File: config.mk
export PLATFORM = sky130hd
export DESIGN_NAME = pb_event_scheduler
export DESIGN_NICKNAME = d
export VERILOG_FILES = /design/src/rtl/pb_event_scheduler.sv
export SDC_FILE = /design/constraint.sdc
export NUM_CORES = 1
export LEC_CHECK = 0
export ABC_AREA = 0
export BUFFER_PORTS_ARGS = -buffer_cell sky130_fd_sc_hd__buf_2
export CELL_PAD_IN_SITES_DETAIL_PLACEMENT = 1
export CELL_PAD_IN_SITES_GLOBAL_PLACEMENT = 2
export CORE_MARGIN = 1.5
export CORE_UTILIZATION = 32
export DETAILED_ROUTE_END_ITERATION = 8
export GPL_ROUTABILITY_DRIVEN = 0
export HOLD_SLACK_MARGIN = 0.12
export PLACE_DENSITY = 0.83
export SLEW_MARGIN = 25
export SYNTH_ARGS = -nofsm -noshare
export SYNTH_HDL_FRONTEND = slang
export SYNTH_SLANG_ARGS = --single-unit
File: constraint.sdc
create_clock -name clock -period 2.15 [get_ports clock]
set_clock_uncertainty 0.05 [all_clocks]
set_input_delay 0.43 -clock clock [delete_from_list [all_inputs] [get_ports clock]]
set_output_delay 0.43 -clock clock [all_outputs]
set_load 0.01 [all_outputs]
File: src/rtl/pb_event_scheduler.sv
// rtl/pb_event_scheduler.sv - round-robin scheduler of debounced push-button press events
//
// Purpose: detects the rising edge of each debounced button, keeps at most one
// pending event per button and offers them one at a time, round-robin, on a
// valid/ready port.
// Optional feature macro: PB_AUTO_REPEAT_EN (held buttons re-fire every
// REPEAT_CYCLES clocks).
//
// Ports:
//   clock         system clock, all state on posedge
//   rst_n         asynchronous active-low reset
//   pb_debounced  debounced button levels, bit i = button i, active-high
//   evt_valid     event offered to consumer
//   evt_id        index of the button whose event is offered
//   evt_ready     consumer accepts the offered event
//   evt_drop      sticky flag: a press was lost because its button was already pending
//   drop_clr      clears evt_drop (a new drop in the same cycle wins)
module pb_event_scheduler #(
    parameter int N_BTN         = 4,
    parameter int ID_W          = 2,
    parameter int REPEAT_CYCLES = 1000
) (
    input  logic              clock,
    input  logic              rst_n,
    input  logic [N_BTN-1:0]  pb_debounced,
    output logic              evt_valid,
    output logic [ID_W-1:0]   evt_id,
    input  logic              evt_ready,
    output logic              evt_drop,
    input  logic              drop_clr
);

    localparam logic [0:0] IDLE  = 1'b0;
    localparam logic [0:0] OFFER = 1'b1;

    if (N_BTN < 2 || N_BTN > 16 || (1 << ID_W) < N_BTN || REPEAT_CYCLES < 2) begin : g_param_check
        $error("pb_event_scheduler: illegal parameter combination");
    end

    logic [0:0]       state;
    logic [N_BTN-1:0] pb_delay;
    logic [N_BTN-1:0] pending;
    logic [ID_W-1:0]  rr_ptr;
    logic [N_BTN-1:0] real_edge;
    logic [N_BTN-1:0] pb_edge;
    logic [ID_W-1:0]  winner;
    logic [N_BTN-1:0] load_mask;
    logic [N_BTN-1:0] pending_nxt;
    logic             take;
    logic             release_offer;
    logic             drop_hit;

    // pb_delay resets to all ones so a button held through reset does not fire.
    assign real_edge = pb_debounced & ~pb_delay;

`ifdef PB_AUTO_REPEAT_EN
    localparam int CNT_W = $clog2(REPEAT_CYCLES);
    localparam logic [CNT_W-1:0] CNT_MAX = CNT_W'(REPEAT_CYCLES - 1);

    logic [CNT_W-1:0] hold_cnt [N_BTN];
    logic [N_BTN-1:0] rpt_edge;

    always_comb begin
        rpt_edge = '0;
        for (int i = 0; i < N_BTN; i++) begin
            rpt_edge[i] = pb_debounced[i] & (hold_cnt[i] == CNT_MAX);
        end
    end

    always_ff @(posedge clock or negedge rst_n) begin
        if (!rst_n) begin
            for (int i = 0; i < N_BTN; i++) hold_cnt[i] <= '0;
        end else begin
            for (int i = 0; i < N_BTN; i++) begin
                if (!pb_debounced[i] || real_edge[i] || hold_cnt[i] == CNT_MAX) begin
                    hold_cnt[i] <= '0;
                end else begin
                    hold_cnt[i] <= hold_cnt[i] + 1'b1;
                end
            end
        end
    end

    assign pb_edge = real_edge | rpt_edge;
`else
    assign pb_edge = real_edge;
`endif

    // Winner: first pending bit after rr_ptr, wrapping. Walking the search order
    // backwards lets the earliest hit overwrite later ones.
    always_comb begin
        logic [ID_W-1:0] idx;
        winner = '0;
        idx    = '0;
        for (int k = N_BTN; k >= 1; k--) begin
            idx = ID_W'((int'(rr_ptr) + k) % N_BTN);
            if (pending[idx]) winner = idx;
        end
    end

    // In OFFER the offered event is already out of pending, so |pending means
    // another event can follow back-to-back on acceptance.
    always_comb begin
        take          = (|pending) && (state == IDLE || evt_ready);
        release_offer = (state == OFFER) && evt_ready && !(|pending);
        load_mask     = '0;
        if (take) load_mask[winner] = 1'b1;
        // A new edge on the button being loaded re-queues it instead of dropping.
        pending_nxt   = (pending & ~load_mask) | pb_edge;
        drop_hit      = |(pb_edge & pending & ~load_mask);
    end

    always_ff @(posedge clock or negedge rst_n) begin
        if (!rst_n) begin
            state     <= IDLE;
            pb_delay  <= '1;
            pending   <= '0;
            rr_ptr    <= ID_W'(N_BTN - 1);
            evt_valid <= 1'b0;
            evt_id    <= '0;
            evt_drop  <= 1'b0;
        end else begin
            pb_delay <= pb_debounced;
            pending  <= pending_nxt;
            if (drop_hit) begin
                evt_drop <= 1'b1;
            end else if (drop_clr) begin
                evt_drop <= 1'b0;
            end
            if (take) begin
                evt_id    <= winner;
                evt_valid <= 1'b1;
                rr_ptr    <= winner;
                state     <= OFFER;
            end else if (release_offer) begin
                evt_valid <= 1'b0;
                state     <= IDLE;
            end
        end
    end

endmodule

# ---- Yosys cells after proc, flatten, opt, wreduce, memory -nomap -nowiden
# Index checks and enable logic that the tools add are counted.
dict set report classes {
  n_addsub 4
  n_lt_le_gt_ge 6
  mux 19
  n_bitwise 8
  reduce_logical 10
}
# op n
set op_table {}
lappend op_table {{$and A4 B4 Y4} 4}
lappend op_table {{$lt A2 B3 Y1 const B} 5}
lappend op_table {{$mux W1} 9}
lappend op_table {{$bmux W1 S2} 4}
lappend op_table {{$mux W2} 4}
lappend op_table {{$not A4 Y4} 2}
lappend op_table {{$reduce_or A4 Y1} 2}
lappend op_table {{$add A2 B1 Y2 const B} 2}
lappend op_table {{$add A2 B2 Y2 const B} 2}
lappend op_table {{$logic_and A1 B1 Y1} 4}
lappend op_table {{$mux W4} 1}
lappend op_table {{$or A4 B4 Y4} 1}
lappend op_table {{$reduce_bool A2 Y1} 2}
lappend op_table {{$demux W1 S2} 1}
lappend op_table {{$ge A2 B1 Y1 const B} 1}
lappend op_table {{$logic_not A1 Y1} 1}
lappend op_table {{$logic_or A1 B1 Y1} 1}
lappend op_table {{$not A1 Y1} 1}
dict set report word_totals {
  ff_bits 14
  in_bits 8
  out_inout_bits 4
  word_cells 53
}

# ---- Longest topological paths before layout
# Gate-level depths: netlist (run 1).
dict set report logic_depth {
  word_depth 16
  depth_mapped 7
  ltp_nobuf 5
}

# ---- Worst setup path after synthesis (run 1)
# Ideal clock, no wire load.
dict set report synth_path {
  path_type {reg-to-reg}
  from {register rr_ptr[1]}
  to {register evt_drop}
  setup_ns 0.136
  arrival_ns 1.630
  required_ns 1.964
  slack_ns 0.334
  path_stages_with_launch 8
  path_buffers 2
  synth_period_minus_slack_ns 1.816
  path_cell_list {dfstp_2 -> buf_4 -> nand2_1 -> a31o_1 -> or3b_1 -> buf_2 -> o2111ai_1 -> nand4_1}
}
dict set report synth_between {
  elab_chain_cells 16
}
# element line
set synth_rtl {}
lappend synth_rtl {{start, declared} 43} ;# logic [ID_W-1:0] rr_ptr;
lappend synth_rtl {{start signal, assigned} 118} ;# rr_ptr <= ID_W'(N_BTN - 1);
lappend synth_rtl {{start signal, assigned} 133} ;# rr_ptr <= winner;
lappend synth_rtl {{$add A2 B1 Y2} 96} ;# idx = ID_W'((int'(rr_ptr) + k) % N_BTN);
lappend synth_rtl {{$bmux W1 S2} 97} ;# if (pending[idx]) winner = idx;
lappend synth_rtl {{$mux W1 (not written as such)} 97}
lappend synth_rtl {{$mux W2 (3 in a row)} 97}
lappend synth_rtl {{$mux W2 (*)} 97}
lappend synth_rtl {{$lt A2 B3 Y1 (not written as such) / $ge A2 B1 Y1 (equally long branches)} 107} ;# if (take) load_mask[winner] = 1'b1;
lappend synth_rtl {{$logic_and A1 B1 Y1 (not written as such)} 107}
lappend synth_rtl {{$mux W1 (not written as such)} 107}
lappend synth_rtl {{$demux W1 S2 (*)} 107}
lappend synth_rtl {{$mux W4 (*)} 107}
lappend synth_rtl {{$not A4 Y4 (*)} 110} ;# drop_hit = |(pb_edge & pending & ~load_mask);
lappend synth_rtl {{$and A4 B4 Y4 (*)} 110}
lappend synth_rtl {{$reduce_or A4 Y1 (*)} 110}
lappend synth_rtl {{$mux W1 / $reduce_bool A2 Y1 (equally long branches)} --}
lappend synth_rtl {{end signal, assigned} 121} ;# evt_drop <= 1'b0;
lappend synth_rtl {{end signal, assigned} 126} ;# evt_drop <= 1'b1;
lappend synth_rtl {{end signal, assigned} 128} ;# evt_drop <= 1'b0;
lappend synth_rtl {{end, declared} 29} ;# output logic evt_drop,
# Every way passes the cells marked *; elsewhere a longest branch is shown, timed or not. The select of a mux whose other input is x is not followed.
# A chain may end at the register's enable or synchronous reset.

# ---- Final worst setup path (run 1)
# Same ends and word-level chain as after synthesis.

==> reports/results.txt, run 1 <==
outcome: complete, no violations
launching element of the worst setup path: rr_ptr[1]
clk slew on worst S/H paths: 80 ps
fin worst setup slack: 305 ps
grt total ovfl: 0
largest area contributor in the netlist: dfrtp_1
sequential area share after synthesis: 54.7%
Top Ports: 12
post-CTS setup buffers: 0
starting density of the core: 33.7%
final wirelength: 1310 um
total number of clock tree sinks: 14
Area growth syn-to-layout: 17.8%
Netlist Area Pre-Place: 654 um2
Yosys top cell area share: 30.6%
Routed Antenna Nets: 0
WS Path Type: reg2reg
fin crit period: 1850 ps
maximum clock path buffer count: 2
DIE AREA: 2330 um2
CP max FO: 7
Pwr per Cell Area: 1270 nW/um2
cells after synthesis: 67
CTS Root Cell: clkbuf_4
via count: 534
RSZ-0062 raised after global routing: false
Primary FF master, synth: dfrtp_1
vias in the first global route: 534
placed instance count: 104
Clk Latency, worst-skew pair: 270 ps
Worst R2R Path Depth: 5
ratio of cells with drive above 1 in the final layout: 27.2%
Async SR Flop Fraction: 100%
setup TNS: 0 ps
largest net degree at the start of global routing: 15
Commonest cells post-synth: inv_1 (10), o21ai_0 (10), dfrtp_1 (8)
final slew viol count: 0
r2r setup slk: 300 ps
Pre-antenna DRT Iters: 2
synthesized flop and latch total: 14
Slew @ Worst Pin: 419 ps
DR WL/cell: 12.2 um
Rel. slew slack: 71.8%
Cell Rows: 16
period utilization: 85.8%
first-pass GRT wire length: 2220 um
endpoints failing hold: 0
Warnings, synthesis: 0
Final Setup Violations: 0
hold buffers post-CTS: 1
Arrival @ worst endpoint: 1940 ps
FF-to-FF End: evt_drop
CTS buffer count: 3
fill count: 240
CP required: 2250 ps
Critical Path Sink: evt_drop
die height: 48.2 um
Tot GR Track Use: 13.3%
leakage power: 0.350 nW
hold_ws: 218 ps
Mean Syn Cell Area: 9.77 um2
setup slack at placement: 307 ps
DR iter-0 viols: 3
Post-Layout Cell Count: 108
MaxCap Viol Count: 0
dpl hpwl: 999 um
Die Wd: 48.2 um
EDFF count, synth: 0
NumNets Final: 91
core footprint: 1940 um2
Antenna Cells: 0
Mapped Nets: 75
startpoint types: flop
H-tree depth: 1
# resized after CTS: 0
initial antenna violation count: 0
Worst Hold Launch: pb_debounced[0]
worst reg2reg startpoint: rr_ptr[1]
PortBufs: 11
Tightest Hold Check Type: in2reg
final routed DRC violation total: 0
VDD IR max: 0.531 mV
Synth cell types: 26
CP Capture Type: flop
CTS tree: done
fmax: 542 MHz
Synth area leaders: dfrtp_1 (31%), dfstp_2 (24%), o21ai_0 (7.6%)
Via-to-Cell Ratio: 4.94
==> kinds of logic after synthesis <==
family | share of synthesized area [%]
compound gates | 22.8
simple gates | 13.4
buf+inv | 7.65
flops | 54.7
mux | 1.53
==> final cells by class <==
| type | instances | area, um2 | share of cell area [%] |
|---|---|---|---|
| Inverter | 10 | 37.5 | 4.87 |
| Clock buffer | 3 | 22.5 | 2.92 |
| Multi-Input combinational cell | 41 | 246 | 32.0 |
| Timing Repair Buffer | 13 | 72.6 | 9.42 |
| Tap cell | 27 | 33.8 | 4.38 |
| Sequential cell | 14 | 358 | 46.4 |
==> state kept, by name (all words and copies together), names as in the netlist <==
name / count
rr_ptr: 2
state: 1
evt_drop: 1
pb_delay: 4
evt_id: 2
pending: 4
==> worst min-delay path by stage <==
stage	end	depth (start not counted)
final	pb_delay[0]	1
after CTS	pb_delay[2]	1
after global routing	pb_delay[2]	1
after global placement	pending[2]	1
after detailed placement	pending[2]	1
after floorplan	evt_drop	0
==> through the flow <==
stage	instance area, um2	utilization [%]	power (W)
floorplan	654	-	0.000731
global placement	738	38.0	0.000840
detailed placement	738	38.0	0.000844
CTS	771	39.7	0.000994
global route	771	39.7	0.00107
finish	771	39.7	0.000981
==> layer usage <==
layer / up-vias / share of wire, % / wire, um / global-route usage (%)
met5: - / 0 / 0 / 0
met4: 0 / 0.68 / 9 / 3.24
met3: 2 / 2.4 / 32 / 2.22
met2: 6 / 49 / 644 / 22.1
met1: 265 / 48 / 629 / 18.0
li1: 261 / - / - / -
==> cell usage in the layout (no fill, tap or decap), types with 2 or more instances in the layout <==
cell and n:
buf_2 11, inv_1 10, o21ai_0 10, dfrtp_1 8, nand2_1 6, dfstp_2 6
nor2_1 3, o2111ai_1 3, clkbuf_4 3, nand2b_1 2, a21oi_1 2
==> critical path, stage by stage, from the launching register on <==
cell       delay (ps)
dfstp_2           600
nand2_1            70
a31o_1            220
or3b_1            460
o2111ai_1         220
nand4_1           110
==> power by group <==
part	total (W)	switching [W]	internal, W
Combinational	0.000375	0.000214	0.000161
Sequential	0.000462	0.0000973	0.000365
Clock	0.000144	0.0000796	0.0000647
Total	0.000981	0.000390	0.000591
Note: power is estimated with default switching activity, not from simulation.
==> run 2, diff against run 1 <==
--- a/config.mk
+++ b/config.mk
@@ -17,2 +17,3 @@
 export PLACE_DENSITY = 0.83
+export SKIP_CTS_REPAIR_TIMING = 1
 export SLEW_MARGIN = 25
==> constraint.sdc (replaced) <==
create_clock -name clock -period 2.15 [get_ports clock]
set_clock_uncertainty 0.05 [all_clocks]
set_input_delay 0.3225 -clock clock [delete_from_list [all_inputs] [get_ports clock]]
set_output_delay 0.3225 -clock clock [all_outputs]
set_load 0.01 [all_outputs]
==> run 2 against run 1 <==
Net effect:
- non-clock buffer count is 4 higher
- via count is 2.1% higher
- routed wire length is 2.9% higher
- core utilization is 2.1 points higher
- global-route usage is 0.076 points lower
- fmax is 0.16% lower
- sequential power hardly changed
- hold slack better by 160 ps
- critical path type unchanged
==> reports/results.txt, run 2 (synthesis results as in run 1) <==
Clk Latency, worst-skew pair: 270 ps (about the same)
endpoints failing hold: 0 (unchanged)
ratio of cells with drive above 1 in the final layout: 25.9% (-1.3 points)
setup TNS: 0 ps (unchanged)
CTS tree: done
Slowest-stage cell, CP: dfstp_2
Tot GR Track Use: 13.2% (-0.076 points)
CP required: 2250 ps (about the same)
Rel. slew slack: 71.6% (-0.16 points)
hold depth: 3 (+2)
placed instance count: 104 (unchanged)
vias in the first global route: 528 (-1.1%)
MaxCap Viol Count: 0 (unchanged)
NumNets Final: 95 (+4.4%)
Via-to-Cell Ratio: 4.87 (-1.6%)
H-tree depth: 1 (unchanged)
RSZ-0062 raised after global routing: false
final routed DRC violation total: 0 (unchanged)
clk slew on worst S/H paths: 80 ps (about the same)
Pre-antenna DRT Iters: 2 (unchanged)
first-pass GRT wire length: 2210 um (-0.59%)
area post-placement: 738 um2 (unchanged)
die height: 48.2 um (unchanged)
starting density of the core: 33.7% (unchanged)
Pwr per Cell Area: 1220 nW/um2 (-4.5%)
Slew @ Worst Pin: 422 ps (+2.43 ps)
crit path cell chain: nand2_1 -> a31o_1 -> or3b_1 -> o2111ai_1 -> nand4_1
PortBufs: 11 (unchanged)
fin worst setup slack: 302 ps (-2.95 ps)
largest registers: pb_delay: 4 flops, pending: 4 flops
VDD IR max: 0.531 mV (about the same)
Final Setup Violations: 0 (unchanged)
most frequent cells in the layout: buf_2 (11), inv_1 (10), o21ai_0 (10)
CP max FO: 7 (unchanged)
Post-Layout Cell Count: 112 (+3.7%)
CTS buffer count: 3 (unchanged)
largest net degree at the start of global routing: 15 (unchanged)
Worst Hold Launch: evt_ready
period utilization: 86.0% (+0.14 points)
Top Ports: 12 (unchanged)
fin crit period: 1850 ps (+2.95 ps)
via count: 545 (+2.1%)
CTS Root Cell: clkbuf_4
Antenna Cells: 0 (unchanged)
worst reg2reg startpoint: rr_ptr[1]
post-route cell area: 811 um2 (+5.2%)
Hold EP: state
leakage power: 0.367 nW (+4.8%)
Tightest Hold Check Type: in2reg
Crit path buffers/inverters: 0 (unchanged)
Worst R2R Path Depth: 5 (unchanged)
core footprint: 1940 um2 (unchanged)
fmax: 541 MHz (-0.16%)
dpl hpwl: 999 um (unchanged)
DR WL/cell: 12.1 um (-0.78%)
initial antenna violation count: 0 (unchanged)
fill count: 242 (+0.83%)
Area growth syn-to-layout: 23.9%
setup slack at placement: 307 ps (unchanged)
FF-to-FF End: evt_drop
CP Capture Type: flop
Cell Rows: 16 (unchanged)
crit-path max cell delay: 600 ps (about the same)
DIE AREA: 2330 um2 (unchanged)
outcome: complete, no violations
Routed Antenna Nets: 0 (unchanged)
maximum clock path buffer count: 2 (unchanged)
grt total ovfl: 0 (unchanged)
r2r setup slk: 300 ps (about the same)
Die Wd: 48.2 um (unchanged)
total number of clock tree sinks: 14 (unchanged)
delay-heaviest family, CP: simple AND/OR/NAND/NOR gates
Arrival @ worst endpoint: 1940 ps (about the same)
startpoint types: flop
commonest non-fill, non-tap cell in the layout: buf_2
WS Path Type: reg2reg
final wirelength: 1350 um (+2.9%)
DR iter-0 viols: 3 (unchanged)
final slew viol count: 0 (unchanged)
run 2: power by group:
part	switching [W]	internal [W]	total (W)	leakage, nW
registers	0.0000973	0.000365	0.000462	0.148
clock network	0.0000781	0.0000647	0.000143	0.0138
logic	0.000215	0.000166	0.000381	0.205
total	0.000390	0.000595	0.000985	0.367
run 2: worst reg2reg max path, stage by stage, from the launching register on:
cell and delay [ps]:
dfstp_2 600, nand2_1 70, a31o_1 230, or3b_1 460, o2111ai_1 220, nand4_1 110
run 2: worst max path at each step:
stage,from,to,slack [ps],cells after the start
after floorplan,rr_ptr[1],evt_drop,330,7
after global placement,rr_ptr[1],evt_drop,350,5
after detailed placement,rr_ptr[1],evt_drop,310,5
after CTS,rr_ptr[1],evt_drop,280,5
after global routing,rr_ptr[1],evt_drop,170,5
final,rr_ptr[1],evt_drop,300,5
run 2: through the flow:
stage	total power [W]	hold WS, ps	util, %
after global placement	0.000840	184	38.0
final	0.000985	376	41.8
after floorplan	0.000731	-23.1	-
after global routing	0.00108	393	41.8
after CTS	0.000993	-119	39.2
after detailed placement	0.000844	182	38.0
run 2: area by class of cell:
class	instances	area (um2)	share of cell area [%]
multi-input combinational	41	246	30.4
timing repair buffer	17	113	13.9
sequential	14	358	44.1
inverter	10	37.5	4.63
tap	27	33.8	4.17
clock buffer	3	22.5	2.78
run 2: routing by layer:
metal  up-vias  wire length [um]  global-route usage, %
li1        268                 -                      -
met1       269               641                   18.0
met2         6               671                   21.8
met3         2                29                   2.22
met4         0                 9                   3.24
met5         -                 0                      0
==> run 3, diff against run 2 <==
- RECOVER_POWER: unset -> 25
==> run 3 against run 2 <==
Net effect:
- cell area fell by 0.15%
- global-route usage is the same
- largest power group unchanged
- critical endpoint unchanged
- clock-buffer cell count is the same
==> reports/results.txt, run 3 (synthesis results as in run 1) <==
startpoint types: flop
Via-to-Cell Ratio: 4.87 (unchanged)
MaxCap Viol Count: 0 (unchanged)
WS Path Type: reg2reg
Clk Latency, worst-skew pair: 270 ps (about the same)
CTS Root Cell: clkbuf_4
placed instance count: 104 (unchanged)
leakage power: 0.364 nW (-0.75%)
grt total ovfl: 0 (unchanged)
PortBufs: 11 (unchanged)
fin crit period: 1850 ps (unchanged)
NumNets Final: 95 (unchanged)
dpl hpwl: 999 um (unchanged)
Post-Layout Cell Count: 112 (unchanged)
Pre-antenna DRT Iters: 2 (unchanged)
Rel. slew slack: 49.9% (-22 points)
final slew viol count: 0 (unchanged)
outcome: complete, no violations
die height: 48.2 um (unchanged)
met2 Use GR: 21.8% (unchanged)
H-tree depth: 1 (unchanged)
CP required: 2250 ps (about the same)
grt met3 use: 2.22% (unchanged)
starting density of the core: 33.7% (unchanged)
clk slew on worst S/H paths: 80 ps (about the same)
maximum clock path buffer count: 2 (unchanged)
most frequent cells in the layout: inv_1 (10), o21ai_0 (10), buf_2 (10)
via count: 545 (unchanged)
endpoints failing hold: 0 (unchanged)
ratio of cells with drive above 1 in the final layout: 24.7% (-1.2 points)
vias in the first global route: 528 (unchanged)
Pwr per Cell Area: 1220 nW/um2 (+0.13%)
period utilization: 86.0% (unchanged)
most used routing layer: met2
crit-path max cell delay: 600 ps (about the same)
Tot GR Track Use: 13.2% (unchanged)
CTS tree: done
DR iter-0 viols: 3 (unchanged)
DIE AREA: 2330 um2 (unchanged)
final routed DRC violation total: 0 (unchanged)
fill count: 242 (unchanged)
Top Ports: 12 (unchanged)
VDD IR max: 0.531 mV (about the same)
crit path cell chain: nand2_1 -> a31o_1 -> or3b_1 -> o2111ai_1 -> nand4_1
first-pass GRT wire length: 2210 um (unchanged)
core footprint: 1940 um2 (unchanged)
total number of clock tree sinks: 14 (unchanged)
met1 Resource Use GR: 18.0% (unchanged)
Cell Rows: 16 (unchanged)
Slowest-stage cell, CP: dfstp_2
largest registers: pb_delay: 4 flops, pending: 4 flops
CTS buffer count: 3 (unchanged)
Tightest Hold Check Type: in2reg
CP max FO: 7 (unchanged)
Final Setup Violations: 0 (unchanged)
largest net degree at the start of global routing: 15 (unchanged)
Antenna Cells: 0 (unchanged)
initial antenna violation count: 0 (unchanged)
Area growth syn-to-layout: 23.7%
CP Capture Type: flop
Arrival @ worst endpoint: 1940 ps (about the same)
Slew @ Worst Pin: 752 ps (+330 ps)
Routed Antenna Nets: 0 (unchanged)
DR WL/cell: 12.1 um (unchanged)
Die Wd: 48.2 um (unchanged)
final wirelength: 1350 um (unchanged)
RSZ-0062 raised after global routing: false
setup TNS: 0 ps (unchanged)
fmax: 541 MHz (unchanged)
run 3: cell types whose count changed in the layout (fill, tap and decap cells not counted), sizes merged:
| cell | before | now |
|---|---|---|
| buf | 12 | 11 |
| clkbuf | 3 | 4 |
run 3: where the power goes:
group	total, W	internal [W]	switching (W)
logic	0.000380	0.000166	0.000215
registers	0.000462	0.000365	0.0000973
clock network	0.000143	0.0000647	0.0000781
total	0.000985	0.000595	0.000390
run 3: path summary, 6_finish.rpt:
kind	start	to	slack, ps	cells after the start
max in group asynchronous	rst_n	pending[1]	1000	2
min reg2reg	evt_id[1]	evt_id[1]	430	2
max	rr_ptr[1]	evt_drop	300	5
min in group asynchronous	rst_n	evt_id[1]	580	2
max reg2reg	rr_ptr[1]	evt_drop	300	5
min	evt_ready	state	380	3
run 3: routing by layer:
layer | up-vias | wire length (um)
met4 | 0 | 9
li1 | 268 | -
met1 | 269 | 641
met5 | - | 0
met2 | 6 | 671
met3 | 2 | 29
run 3: stage by stage:
step	power [W]	hold slack [ps]	setup slack [ps]	cell area (um2)	util [%]
final	0.000985	376	302	810	41.7
after global routing	0.00108	393	174	810	41.7
after CTS	0.000993	-119	283	761	39.2
after detailed placement	0.000844	182	307	738	38.0
after global placement	0.000840	184	354	738	38.0
after floorplan	0.000731	-23.1	334	654	-
run 3: critical path: cells and delay by family (launching register included):
family | cells | cell delay (ps)
and+or+nand+nor | 3 | 640
AOI/OAI and AO/OA | 2 | 440
DFF | 1 | 600
run 3: layout make-up:
class / count / area, um2 / share of cell area (%)
Inverter: 10 / 37.5 / 4.64
Timing Repair Buffer: 17 / 111 / 13.8
Multi-Input combinational cell: 41 / 246 / 30.4
Sequential cell: 14 / 358 / 44.2
Tap cell: 27 / 33.8 / 4.17
Clock buffer: 3 / 22.5 / 2.78
